**src/rtl/snoop_bus_ctrl_pkg.sv**
```systemverilog
// Shared types and defaults for the two-CPU MSI snooping bus controller.
package snoop_bus_ctrl_pkg;

    localparam int unsigned ADDR_W_DEF        = 11;
    localparam int unsigned SNOOP_TIMEOUT_DEF = 4;
    localparam int unsigned N_CPU             = 2;

    typedef enum logic [1:0] {
        BLK_I = 2'b00,
        BLK_S = 2'b01,
        BLK_M = 2'b10
    } blk_state_t;

    typedef enum logic [1:0] {
        REQ_RM,
        REQ_WM,
        REQ_INV
    } bus_req_t;

    typedef enum logic [1:0] {
        BUS_IDLE,
        BUS_SNOOP,
        BUS_GRANT
    } bus_state_t;

    // Per-cpu request type: write_miss beats read_miss beats invalidate.
    function automatic bus_req_t req_type(input logic rm, input logic wm, input logic inv);
        bus_req_t t;
        t = REQ_INV;
        if (wm)       t = REQ_WM;
        else if (rm)  t = REQ_RM;
        else if (inv) t = REQ_INV;
        return t;
    endfunction

endpackage

```
**src/rtl/snoop_bus_ctrl_arb.sv**
```systemverilog
// Two-input round-robin arbiter; last_gnt starts at 1 so cpu0 wins the first tie.
module rr_arb2 (
    input  logic       clk,
    input  logic       rst_n,
    input  logic [1:0] req,
    input  logic       upd,
    input  logic       upd_idx,
    output logic       pick_c
);

    logic last_gnt_q;

    // Remember the most recently served requester.
    always_ff @(posedge clk or negedge rst_n) begin
        if (!rst_n)   last_gnt_q <= 1'b1;
        else if (upd) last_gnt_q <= upd_idx;
    end

    // Single request wins outright; a tie goes to the cpu not served last.
    always_comb begin
        pick_c = 1'b0;
        if (req == 2'b10)      pick_c = 1'b1;
        else if (req == 2'b11) pick_c = ~last_gnt_q;
    end

endmodule

```
**src/rtl/snoop_bus_ctrl.sv**
```systemverilog
// Two-CPU snooping coherence bus controller: arbitrate, snoop the peer, grant, invalidate.
module snoop_bus_ctrl
    import snoop_bus_ctrl_pkg::*;
#(
    parameter int unsigned ADDR_W        = ADDR_W_DEF,
    parameter int unsigned SNOOP_TIMEOUT = SNOOP_TIMEOUT_DEF
) (
    input  logic                   clk,
    input  logic                   rst_n,
    input  logic [1:0]             read_miss,
    input  logic [1:0]             write_miss,
    input  logic [1:0]             invalidate,
    input  logic [1:0][ADDR_W-1:0] BICO,
    input  logic [1:0][1:0]        block_state,
    input  logic [1:0]             cpu_search_found,
    output logic [1:0]             grant,
    output logic [1:0]             cpu_search,
    output logic [1:0][ADDR_W-1:0] BOCI,
    output logic [1:0]             cpu_datasel,
    output logic [1:0]             invalidate_from_other_cpu,
    output logic                   bus_busy
);

    localparam int unsigned CNT_W = (SNOOP_TIMEOUT > 1) ? $clog2(SNOOP_TIMEOUT) : 1;

    bus_state_t        state_q, state_n;
    logic              r_q, r_n;
    bus_req_t          type_q, type_n;
    logic [ADDR_W-1:0] addr_q, addr_n;
    logic [CNT_W-1:0]  cnt_q, cnt_n;
    logic              found_q, found_n;
    logic              peer_mod_q, peer_mod_n;
    logic              first_q, first_n;

    logic [1:0]        req;
    logic              pick_c;
    logic              arb_upd;
    logic              o_idx;

    assign req   = read_miss | write_miss | invalidate;
    assign o_idx = ~r_q;

    rr_arb2 u_arb (
        .clk     (clk),
        .rst_n   (rst_n),
        .req     (req),
        .upd     (arb_upd),
        .upd_idx (r_q),
        .pick_c  (pick_c)
    );

    // State and transaction latches.
    always_ff @(posedge clk or negedge rst_n) begin
        if (!rst_n) begin
            state_q    <= BUS_IDLE;
            r_q        <= 1'b0;
            type_q     <= REQ_RM;
            addr_q     <= '0;
            cnt_q      <= '0;
            found_q    <= 1'b0;
            peer_mod_q <= 1'b0;
            first_q    <= 1'b0;
        end else begin
            state_q    <= state_n;
            r_q        <= r_n;
            type_q     <= type_n;
            addr_q     <= addr_n;
            cnt_q      <= cnt_n;
            found_q    <= found_n;
            peer_mod_q <= peer_mod_n;
            first_q    <= first_n;
        end
    end

    // Next-state logic plus output decode from state and latches.
    always_comb begin
        state_n    = state_q;
        r_n        = r_q;
        type_n     = type_q;
        addr_n     = addr_q;
        cnt_n      = cnt_q;
        found_n    = found_q;
        peer_mod_n = peer_mod_q;
        first_n    = 1'b0;
        arb_upd    = 1'b0;

        grant                     = '0;
        cpu_search                = '0;
        BOCI                      = '0;
        cpu_datasel               = '0;
        invalidate_from_other_cpu = '0;
        bus_busy                  = (state_q != BUS_IDLE);

        case (state_q)
            BUS_IDLE: begin
                if (|req) begin
                    state_n = BUS_SNOOP;
                    r_n     = pick_c;
                    type_n  = req_type(read_miss[pick_c], write_miss[pick_c], invalidate[pick_c]);
                    addr_n  = BICO[pick_c];
                    cnt_n   = '0;
                end
            end
            BUS_SNOOP: begin
                cpu_search[o_idx] = 1'b1;
                BOCI[o_idx]       = addr_q;
                if (!req[r_q]) begin
                    state_n = BUS_IDLE;
                    cnt_n   = '0;
                end else if (cpu_search_found[o_idx]) begin
                    state_n    = BUS_GRANT;
                    found_n    = 1'b1;
                    peer_mod_n = (block_state[o_idx] == BLK_M);
                    first_n    = 1'b1;
                end else if (cnt_q == CNT_W'(SNOOP_TIMEOUT - 1)) begin
                    state_n    = BUS_GRANT;
                    found_n    = 1'b0;
                    peer_mod_n = 1'b0;
                    first_n    = 1'b1;
                end else begin
                    cnt_n = cnt_q + CNT_W'(1);
                end
            end
            BUS_GRANT: begin
                grant[r_q]       = 1'b1;
                cpu_datasel[r_q] = found_q & peer_mod_q & (type_q != REQ_INV);
                invalidate_from_other_cpu[o_idx] =
                    first_q & found_q & ((type_q == REQ_WM) || (type_q == REQ_INV));
                if (!req[r_q]) begin
                    state_n = BUS_IDLE;
                    cnt_n   = '0;
                    arb_upd = 1'b1;
                end
            end
            default: begin
                state_n = BUS_IDLE;
            end
        endcase
    end

endmodule

```
**config.mk**
```make
export PLATFORM = sky130hd
export DESIGN_NAME = snoop_bus_ctrl
export DESIGN_NICKNAME = d
export VERILOG_FILES = /design/src/rtl/snoop_bus_ctrl_pkg.sv /design/src/rtl/snoop_bus_ctrl_arb.sv /design/src/rtl/snoop_bus_ctrl.sv
export SDC_FILE = /design/constraint.sdc
export NUM_CORES = 1
export LEC_CHECK = 0
export CAP_MARGIN = 20
export CELL_PAD_IN_SITES_DETAIL_PLACEMENT = 0
export CELL_PAD_IN_SITES_GLOBAL_PLACEMENT = 1
export CORE_ASPECT_RATIO = 0.9
export CORE_MARGIN = 10
export CORE_UTILIZATION = 31
export DETAILED_ROUTE_END_ITERATION = 8
export HOLD_SLACK_MARGIN = 0.12
export PLACE_DENSITY = 0.82
export SLEW_MARGIN = 20
export SYNTH_ARGS = -nofsm -noshare
export SYNTH_HDL_FRONTEND = slang
export SYNTH_SLANG_ARGS = --single-unit
```
**constraint.sdc**
```tcl
create_clock -name clk -period 3 [get_ports clk]
set_input_delay 0.45 -clock clk [delete_from_list [all_inputs] [get_ports clk]]
set_output_delay 0.45 -clock clk [all_outputs]
set_load 0.02 [all_outputs]
```
==> flow_summary.json, run 1 <==
{
  "run_status": "complete, no violations",
  "post_cts_resized": 0,
  "hold_buffers": 0,
  "share_seq_of_total_power_pct": 28.1,
  "finClkSkew_ns": 0.00966,
  "path_clk_slew_ns": 0.08,
  "drc": 0,
  "async_reset_ff_share_pct": 100,
  "fin_crit_sh_pct": 82.8,
  "synth-edff-count": 0,
  "min_path_type": "reg -> reg",
  "layout.nets": 252,
  "leakagePower_nw": 0.847,
  "max-cap-violations": 0,
  "start_util_pct": 32.6,
  "post_drt_wl_per_cell_um": 15.4,
  "ys_seq_area_share_pct": 40.7,
  "dpl-instance-area_mm2": 0.00206,
  "grt_pass1_wl_um": 6500,
  "grt_usage_pct": 11.2,
  "postCtsSetupRepairBufs": 0,
  "finalCriticalPeriod_ns": 2.49,
  "endpoint_kind": "output pin",
  "rows": 22,
  "via_count": 1279,
  "crit_chain": "inv_1, or2_2, nor2_1, clkdlybuf4s50_1",
  "grt_pass1_vias": 1343,
  "setup_viol": 0,
  "finalInstanceArea_mm2": 0.00214,
  "power-per-cell-area_mw_per_mm2": 935,
  "synth.avg_cell_area_um2": 9.16,
  "fmax_mhz": 402,
  "syn-num-nets": 186,
  "ant_nets": 0,
  "grt.busiest_layer": "met2",
  "cp.required_ns": 2.55,
  "routed_wl_um": 4200,
  "gp_congestion": 0.832,
  "port_buffers": 66,
  "ys_ff_latch": 22,
  "antenna_found_initial": 0,
  "coreArea_mm2": 0.00416,
  "cts_root_buf": "clkbuf_8",
  "num_antenna_cells": 0,
  "grt_max_degree": 28,
  "cp_max_fo": 12,
  "cts_made_buffers": 3,
  "multiInputGateArea_um2": 736,
  "p_int_mw": 1.17,
  "path_class": "reg -> out",
  "clock_tree.buffer_depth": 2,
  "switching_share_pct": 41.6,
  "power.switching_mw": 0.831,
  "relSlewSlack_pct": 36.1,
  "clock-sinks": 22,
  "hold_viol": 0,
  "ys.flop_type": "dfrtp_1",
  "use_met2_pct": 19.3,
  "netlist_area_mm2": 0.00136,
  "slowest_stage": "clkdlybuf4s50_1",
  "first_pass_iters": 4,
  "drtIter0Drc": 77,
  "synth_cell_types": 37,
  "grt_overflow": 0,
  "crit_path_max_incr_delay_ns": 0.61,
  "insertion_delay_ns": 0.27,
  "met1_usage_pct": 12.6,
  "h-tree-depth": 1,
  "die_w_um": 89.7,
  "critPathLaunchType": "register",
  "die_y_um": 82.7,
  "finalSetupTns_ns": 0,
  "tightest_slew_ns": 0.955,
  "rsz0062_at_grt": "false",
  "via_per_inst": 4.68,
  "pwr-share-clk_pct": 13.8,
  "dp_hpwl_um": 3360,
  "dieArea_mm2": 0.00742,
  "yosysWarnings": 0,
  "area_delta_synth_final_pct": 57.9,
  "fill_cells": 384,
  "grt_use_met3_pct": 4.01,
  "drive_gt1_share_pct": 7.51,
  "max-vdd-ir-drop_uv": 467,
  "io_pins": 67,
  "crit_arrival_ns": 2.04,
  "syn_inst": 148,
  "share_comb_of_total_power_pct": 58.1,
  "ff_latch_area_um2": 552,
  "finalMaxSlewViolations": 0,
  "cts_tree": "yes"
}
logic make-up (layout without fill, tap and decap cells):
| family | count (synthesis) | count (layout) | synth area share [%] |
|---|---|---|---|
| AOI/OAI and AO/OA | 31 | 31 | 16.3 |
| adders and majority gates | 2 | 2 | 1.85 |
| buffers and inverters | 15 | 80 | 5.54 |
| DFF | 22 | 22 | 40.7 |
| muxes | 13 | 13 | 9.70 |
| and+or+nand+nor | 65 | 65 | 25.9 |
synthesized netlist by cell type (2+ instances only):
| master | n | share of area [%] |
|---|---|---|
| o21ai_0 | 4 | 1.5 |
| dfrtp_1 | 21 | 39 |
| o21a_1 | 2 | 1.1 |
| nand2b_1 | 3 | 1.4 |
| nor3_1 | 4 | 1.5 |
| mux2i_1 | 12 | 8.9 |
| clkbuf_1 | 4 | 1.1 |
| a21oi_1 | 9 | 3.3 |
| buf_2 | 2 | 0.74 |
| a21oi_2 | 3 | 1.9 |
| nor2_1 | 20 | 5.5 |
| nand2_1 | 7 | 1.9 |
| o22ai_1 | 2 | 0.92 |
| inv_1 | 8 | 2.2 |
| ha_1 | 2 | 1.8 |
| and2_1 | 22 | 10 |
| nand3b_1 | 2 | 1.1 |
| a2111oi_0 | 2 | 1.3 |
path summary, 6_finish.rpt:
kind,startpoint,to,slack (ns),cells past startpoint
max in group asynchronous,rst_n,addr_q[8]$_DFFE_PN0P_,1.70,1
min in group asynchronous,rst_n,addr_q[0]$_DFFE_PN0P_,0.71,1
setup / recovery,r_q$_DFFE_PN0P_,cpu_datasel[1],0.51,4
setup reg to reg,r_q$_DFFE_PN0P_,found_q$_DFFE_PN0P_,1.23,4
hold / removal,cnt_q[0]$_DFFE_PN0P_,cnt_q[0]$_DFFE_PN0P_,0.49,1
hold reg to reg,cnt_q[0]$_DFFE_PN0P_,cnt_q[0]$_DFFE_PN0P_,0.49,1
worst max-delay path, delay by kind of cell (launching register included):
family / cells / cell delay [ns]
AND/OR/NAND/NOR: 2 / 0.45
flip-flops: 1 / 0.58
buffers and inverters: 2 / 0.73
cell usage in the layout (no fill, tap or decap):
cell type,count
or2_2,1
nor3_4,1
nand2_1,7
and2_1,22
mux2_2,1
nor2b_1,1
nor4_1,1
a2111oi_0,2
a211oi_1,1
nor3_1,4
mux2i_1,12
a21oi_4,2
a21oi_1,9
o21a_1,2
a21boi_0,1
o22ai_1,2
ha_1,2
or3_4,1
o31ai_1,1
nand2b_1,3
a21o_1,1
buf_4,2
nand3_1,1
nand3b_1,2
a21oi_2,2
inv_1,8
clkbuf_8,3
nor2_1,20
o21ai_0,4
bufinv_16,1
dfrtp_1,21
clkdlybuf4s50_1,66
a22o_1,1
o32a_1,1
o221a_2,1
or2_0,1
dfstp_2,1
a32oi_1,1
sequential cells by signal, summed over array words and instances, names as in the netlist:
name / count
state_q: 2
r_q: 1
found_q: 1
addr_q: 11
cnt_q: 2
first_q: 1
type_q: 2
peer_mod_q: 1
u_arb.last_gnt_q: 1
through the flow:
step           hold WS (ns)  cells  utilization [%]  setup WS (ns)  total power, mW
6_report              0.491    273             51.5          0.515             2.00
5_1_grt               0.526    273             51.5          0.327             2.15
4_1_cts               0.496    273             51.3          0.499             2.02
3_5_place_dp          0.486    269             49.6          0.621             1.74
3_3_place_gp          0.466    269             49.6          0.668             1.70
2_1_floorplan         0.154    148                -           1.07             1.27
area by class of cell:
cell class | instances | area share, %
Sequential cell | 22 | 25.8
Multi-Input combinational cell | 111 | 34.4
Timing Repair Buffer | 68 | 31.6
Clock inverter | 1 | 1.40
Inverter | 8 | 1.40
Clock buffer | 3 | 1.93
Tap cell | 60 | 3.51
power by group through the flow:
| stage | sequential [mW] | clock, mW | combinational, mW |
|---|---|---|---|
| 2_1_floorplan | 0.516 | 0 | 0.757 |
| 3_3_place_gp | 0.555 | 0 | 1.15 |
| 3_5_place_dp | 0.565 | 0 | 1.17 |
| 4_1_cts | 0.560 | 0.281 | 1.17 |
| 5_1_grt | 0.588 | 0.293 | 1.27 |
| 6_report | 0.563 | 0.275 | 1.16 |
metal layers:
layer / vias up / wire [um]
li1: 636 / -
met3: 2 / 329
met4: 0 / 42
met1: 603 / 1820
met2: 38 / 2010
met5: - / 0
Power figures use the tool's default switching activity.
==> inputs of run 2 (changes only) <==
--- a/config.mk
+++ b/config.mk
@@ -10,10 +10,10 @@
 export CELL_PAD_IN_SITES_GLOBAL_PLACEMENT = 1
 export CORE_ASPECT_RATIO = 0.9
 export CORE_MARGIN = 10
-export CORE_UTILIZATION = 31
+export CORE_UTILIZATION = 29
 export DETAILED_ROUTE_END_ITERATION = 8
 export HOLD_SLACK_MARGIN = 0.12
-export PLACE_DENSITY = 0.82
+export PLACE_DENSITY = 0.78
 export SLEW_MARGIN = 20
 export SYNTH_ARGS = -nofsm -noshare
 export SYNTH_HDL_FRONTEND = slang
==> constraint.sdc (replaced) <==
create_clock -name clk -period 2.5 [get_ports clk]
set_input_delay 0.375 -clock clk [delete_from_list [all_inputs] [get_ports clk]]
set_output_delay 0.375 -clock clk [all_outputs]
set_load 0.02 [all_outputs]
==> run 2 against run 1 <==
Compared with the run above:
- first-iteration DRC count is 39% lower
- highest routed layer unchanged
- sequential cell count stayed put
- utilization is 2.6 points lower
- register-to-register slack worse by 0.41 ns
- non-clock buffer count is 5 higher
==> flow_summary.json, run 2 (synthesized netlist as in run 1, its figures left out) <==
{
  "power-per-cell-area_mw_per_mm2": 1100,
  "final_cell_mix": "60 x clkdlybuf4s50_1, 22 x and2_1, 21 x dfrtp_1",
  "finalPower_mw": 2.42,
  "dp_hpwl_um": 3200,
  "drive_gt1_share_pct": 9.63,
  "grt_overflow": 0,
  "h-tree-depth": 1,
  "grt_pass1_vias": 1337,
  "path_clk_slew_ns": 0.09,
  "grt.busiest_layer": "met2",
  "io_pins": 67,
  "dieArea_mm2": 0.00781,
  "reg2regPathDepth": 4,
  "finalSetupTns_ns": 0,
  "grt_max_degree": 28,
  "timing.rr.end": "addr_q[8]$_DFFE_PN0P_",
  "die_y_um": 84.9,
  "min_path_type": "in -> async",
  "relSlewSlack_pct": 56.8,
  "grt_usage_pct": 10.4,
  "coreArea_mm2": 0.00449,
  "fin_crit_sh_pct": 93.8,
  "largest_register_ffs": 11,
  "hold_viol": 0,
  "endpoint_kind": "output pin",
  "pre_cts_slack_ns": 0.237,
  "rsz0062_at_grt": "false",
  "r2r-start": "state_q[1]$_DFFE_PN0P_",
  "post_drt_wl_per_cell_um": 14.5,
  "via_count": 1261,
  "grt_pass1_wl_um": 6710,
  "met1_usage_pct": 12.6,
  "finalCriticalPeriod_ns": 2.34,
  "fin_ws_ns": 0.155,
  "use_met2_pct": 17.5,
  "clock_tree.buffer_depth": 2,
  "final_common_cell": "clkdlybuf4s50_1",
  "num_antenna_cells": 0,
  "gp_congestion": 0.780,
  "ant_nets": 0,
  "run_status": "complete, no violations",
  "crit_arrival_ns": 1.97,
  "start_util_pct": 30.2,
  "cts_root_buf": "clkbuf_8",
  "grt_use_met3_pct": 2.02,
  "routed_wl_um": 4060,
  "cp.required_ns": 2.12,
  "layout.nets": 257,
  "fmax_mhz": 426,
  "drtIter0Drc": 47,
  "max-vdd-ir-drop_uv": 391,
  "clock-sinks": 22,
  "cts_made_buffers": 3,
  "rows": 23,
  "leakagePower_nw": 0.963,
  "insertion_delay_ns": 0.27,
  "via_per_inst": 4.50,
  "path_class": "reg -> out",
  "finClkSkew_ns": 0.00289,
  "top_register": "addr_q",
  "max-cap-violations": 0,
  "tightest_slew_ns": 0.647,
  "die_w_um": 92.1,
  "finalMaxSlewViolations": 0,
  "antenna_found_initial": 0,
  "port_buffers": 66,
  "regToRegSetupSlack_ns": 0.82,
  "area_delta_synth_final_pct": 62.0,
  "first_pass_iters": 4,
  "cp_max_fo": 12,
  "setup_viol": 0,
  "cts_tree": "yes",
  "critPathLaunchType": "register",
  "hold_slack_ns": 0.441,
  "drc": 0
}
[run 2: cell types whose count changed in the layout (fill, tap and decap cells not counted), sizes merged]
cell and delta:
clkdlybuf4s50 -6, buf +5, dlymetal6s2s +6
[run 2: worst max path at each step]
stage | slack, ns | from | endpoint | cells past startpoint
floorplan | 0.64 | r_q$_DFFE_PN0P_ | BOCI[10] | 5
global placement | 0.30 | read_miss[1] | addr_q[7]$_DFFE_PN0P_ | 5
detailed placement | 0.24 | read_miss[1] | addr_q[8]$_DFFE_PN0P_ | 4
CTS | 0.12 | state_q[1]$_DFFE_PN0P_ | BOCI[0] | 5
global route | 0.0008 | state_q[1]$_DFFE_PN0P_ | BOCI[20] | 5
finish | 0.16 | state_q[1]$_DFFE_PN0P_ | BOCI[0] | 5
[run 2: stage by stage]
stage	utilization [%]	cells	area, um^2
after floorplan	-	148	1360
after global placement	46.8	276	2100
after detailed placement	46.8	276	2100
after CTS	48.4	280	2170
after global routing	48.9	280	2190
final	48.9	280	2190
[run 2: report_power, final]
group	internal, mW	total [mW]	leakage [nW]	switching, mW
registers	0.529	0.646	0.256	0.117
logic	0.683	1.43	0.671	0.747
clock network	0.214	0.346	0.0357	0.132
total	1.43	2.42	0.963	0.996
[run 2: worst max-delay path, cell delays in order, from the launching register on]
cell	delay, ns
dfrtp_1	0.42
nand2b_1	0.22
nor2_1	0.11
buf_4	0.18
and2_1	0.16
clkdlybuf4s50_1	0.61
[run 2: final cells by class]
| type | instances | area (um^2) |
|---|---|---|
| multi-input combinational | 111 | 736 |
| tap | 62 | 77.6 |
| fill | 473 | 2290 |
| clock inverter | 1 | 30.0 |
| timing repair buffer | 73 | 728 |
| sequential | 22 | 552 |
| inverter | 8 | 30.0 |
| clock buffer | 3 | 41.3 |
[run 2: timing repair]
action / in CTS / in global routing
hold buffers: 0 / 0
buffers inserted: 0 / 0
gates resized for setup: 0 / 6
endpoints found under the setup margin: 0 / 6
[run 2: metal layers]
layer	up-vias	part of all wire (%)
met5	-	0
met2	31	49
met1	578	45
met3	5	4.4
li1	647	-
met4	0	1.9
==> inputs of run 3 (changes only) <==
--- a/config.mk
+++ b/config.mk
@@ -14,7 +14,7 @@
 export DETAILED_ROUTE_END_ITERATION = 8
 export HOLD_SLACK_MARGIN = 0.12
 export PLACE_DENSITY = 0.78
-export SLEW_MARGIN = 20
+export SETUP_SLACK_MARGIN = 0.1
 export SYNTH_ARGS = -nofsm -noshare
 export SYNTH_HDL_FRONTEND = slang
 export SYNTH_SLANG_ARGS = --single-unit
==> run 3 against run 2 <==
Compared with the run above:
- fmax increased by 3.1%
- sequential cell count unchanged
- clock power about the same
==> flow_summary.json, run 3 (synthesized netlist as in run 1, its figures left out) <==
{
  "run_status": "complete, no violations",
  "leakagePower_nw": 1.24,
  "tightest_slew_ns": 0.412,
  "fin_util_pct": 49.9,
  "endpoint_kind": "output pin",
  "relSlewSlack_pct": 72.3,
  "routed_wl_um": 4150,
  "ant_nets": 0,
  "die_w_um": 92.1,
  "io_pins": 67,
  "layout.nets": 258,
  "start_util_pct": 30.2,
  "dp_cells": 276,
  "drive_gt1_share_pct": 10.0,
  "cts_made_buffers": 3,
  "hold_buffers": 0,
  "path_class": "reg -> out",
  "final_common_cell": "clkdlybuf4s50_1",
  "fin_ws_ns": 0.225,
  "min_path_type": "in -> async",
  "die_y_um": 84.9,
  "cp.required_ns": 2.12,
  "insertion_delay_ns": 0.27,
  "coreArea_mm2": 0.00449,
  "finalSetupTns_ns": 0,
  "area_delta_synth_final_pct": 65.5,
  "fin_crit_sh_pct": 91.0,
  "finalMaxSlewViolations": 0,
  "grt_overflow": 0,
  "hold_viol": 0,
  "pre_cts_slack_ns": 0.237,
  "drc": 0,
  "critPathLaunchType": "register",
  "max-cap-violations": 0,
  "dieArea_mm2": 0.00781,
  "rows": 23,
  "regToRegSetupSlack_ns": 0.89,
  "dp_hpwl_um": 3200,
  "power-per-cell-area_mw_per_mm2": 1080,
  "top_register": "addr_q",
  "first_pass_iters": 4,
  "hold_slack_ns": 0.444,
  "final_cell_mix": "44 x clkdlybuf4s50_1, 22 x and2_1, 22 x dlymetal6s2s_1",
  "drtIter0Drc": 56,
  "gp_congestion": 0.780,
  "cts_tree": "yes",
  "grt_max_degree": 28,
  "path_clk_slew_ns": 0.09,
  "finalCriticalPeriod_ns": 2.27,
  "num_antenna_cells": 0,
  "setup_viol": 0,
  "post_drt_wl_per_cell_um": 14.8,
  "clock-sinks": 22,
  "fmax_mhz": 440,
  "finClkSkew_ns": 0.00136,
  "via_count": 1260,
  "final_cell_count_no_fill": 281,
  "port_buffers": 66,
  "clock_tree.buffer_depth": 2,
  "via_per_inst": 4.48,
  "grt_usage_pct": 10.4,
  "grt_pass1_vias": 1337,
  "largest_register_ffs": 11,
  "rsz0062_at_grt": "false",
  "cts_root_buf": "clkbuf_8",
  "crit_arrival_ns": 1.90,
  "h-tree-depth": 1,
  "antenna_found_initial": 0,
  "grt_pass1_wl_um": 6710,
  "max-vdd-ir-drop_uv": 389,
  "cp_max_fo": 2
}
## run 3: cell types whose count changed in the layout (fill, tap and decap cells not counted), sizes merged
cell           before  now
clkdlybuf4s50      60   44
dlymetal6s2s        6   22
buf                 7    8
## run 3: cell type report
class / count / area, um^2
fillers: 462 / 2250
inverters: 8 / 30.0
clock buffers: 3 / 41.3
clock inverters: 1 / 30.0
repair buffers: 74 / 783
multi-input cells: 111 / 728
flip-flops and latches: 22 / 552
well taps: 62 / 77.6
## run 3: repair_timing
| action | in CTS | in global routing |
|---|---|---|
| gates resized for setup | 0 | 22 |
| setup buffers | 0 | 0 |
| setup endpoints to repair | 0 | 22 |
## run 3: report_power, final
| group | switching (mW) | internal, mW | total, mW |
|---|---|---|---|
| registers | 0.117 | 0.529 | 0.646 |
| clock network | 0.130 | 0.214 | 0.344 |
| logic | 0.753 | 0.687 | 1.44 |
## run 3: layer usage
metal / GRT usage [%] / part of all wire [%] / up-vias
met5: 0 / 0 / -
met2: 17.5 / 49 / 29
met1: 12.6 / 45 / 571
met4: 4.62 / 1.8 / 0
met3: 2.02 / 4.0 / 5
li1: - / - / 655
## run 3: worst paths after layout
kind,startpoint,end,depth (start not counted)
max,type_q[0]$_DFFE_PN0P_,invalidate_from_other_cpu[1],5
min,rst_n,peer_mod_q$_DFFE_PN0P_,2
max reg2reg,r_q$_DFFE_PN0P_,cnt_q[1]$_DFFE_PN0P_,5
min reg2reg,cnt_q[0]$_DFFE_PN0P_,cnt_q[0]$_DFFE_PN0P_,1
max in group asynchronous,rst_n,u_arb.last_gnt_q$_DFFE_PN1P_,2
min in group clk,cnt_q[0]$_DFFE_PN0P_,cnt_q[0]$_DFFE_PN0P_,1
## run 3: worst max-delay path, cell delays in order (launching register included)
cell	delay [ns]
dfrtp_1	0.35
inv_1	0.05
ha_1	0.27
nand3b_1	0.18
nor3_1	0.15
clkdlybuf4s50_1	0.64
## run 3: through the flow
stage          cell area (um^2)  total power, mW
3_3_place_gp               2100             2.10
2_1_floorplan              1360             1.53
3_5_place_dp               2100             2.12
6_report                   2240             2.43
4_1_cts                    2170             2.47
5_1_grt                    2240             2.63
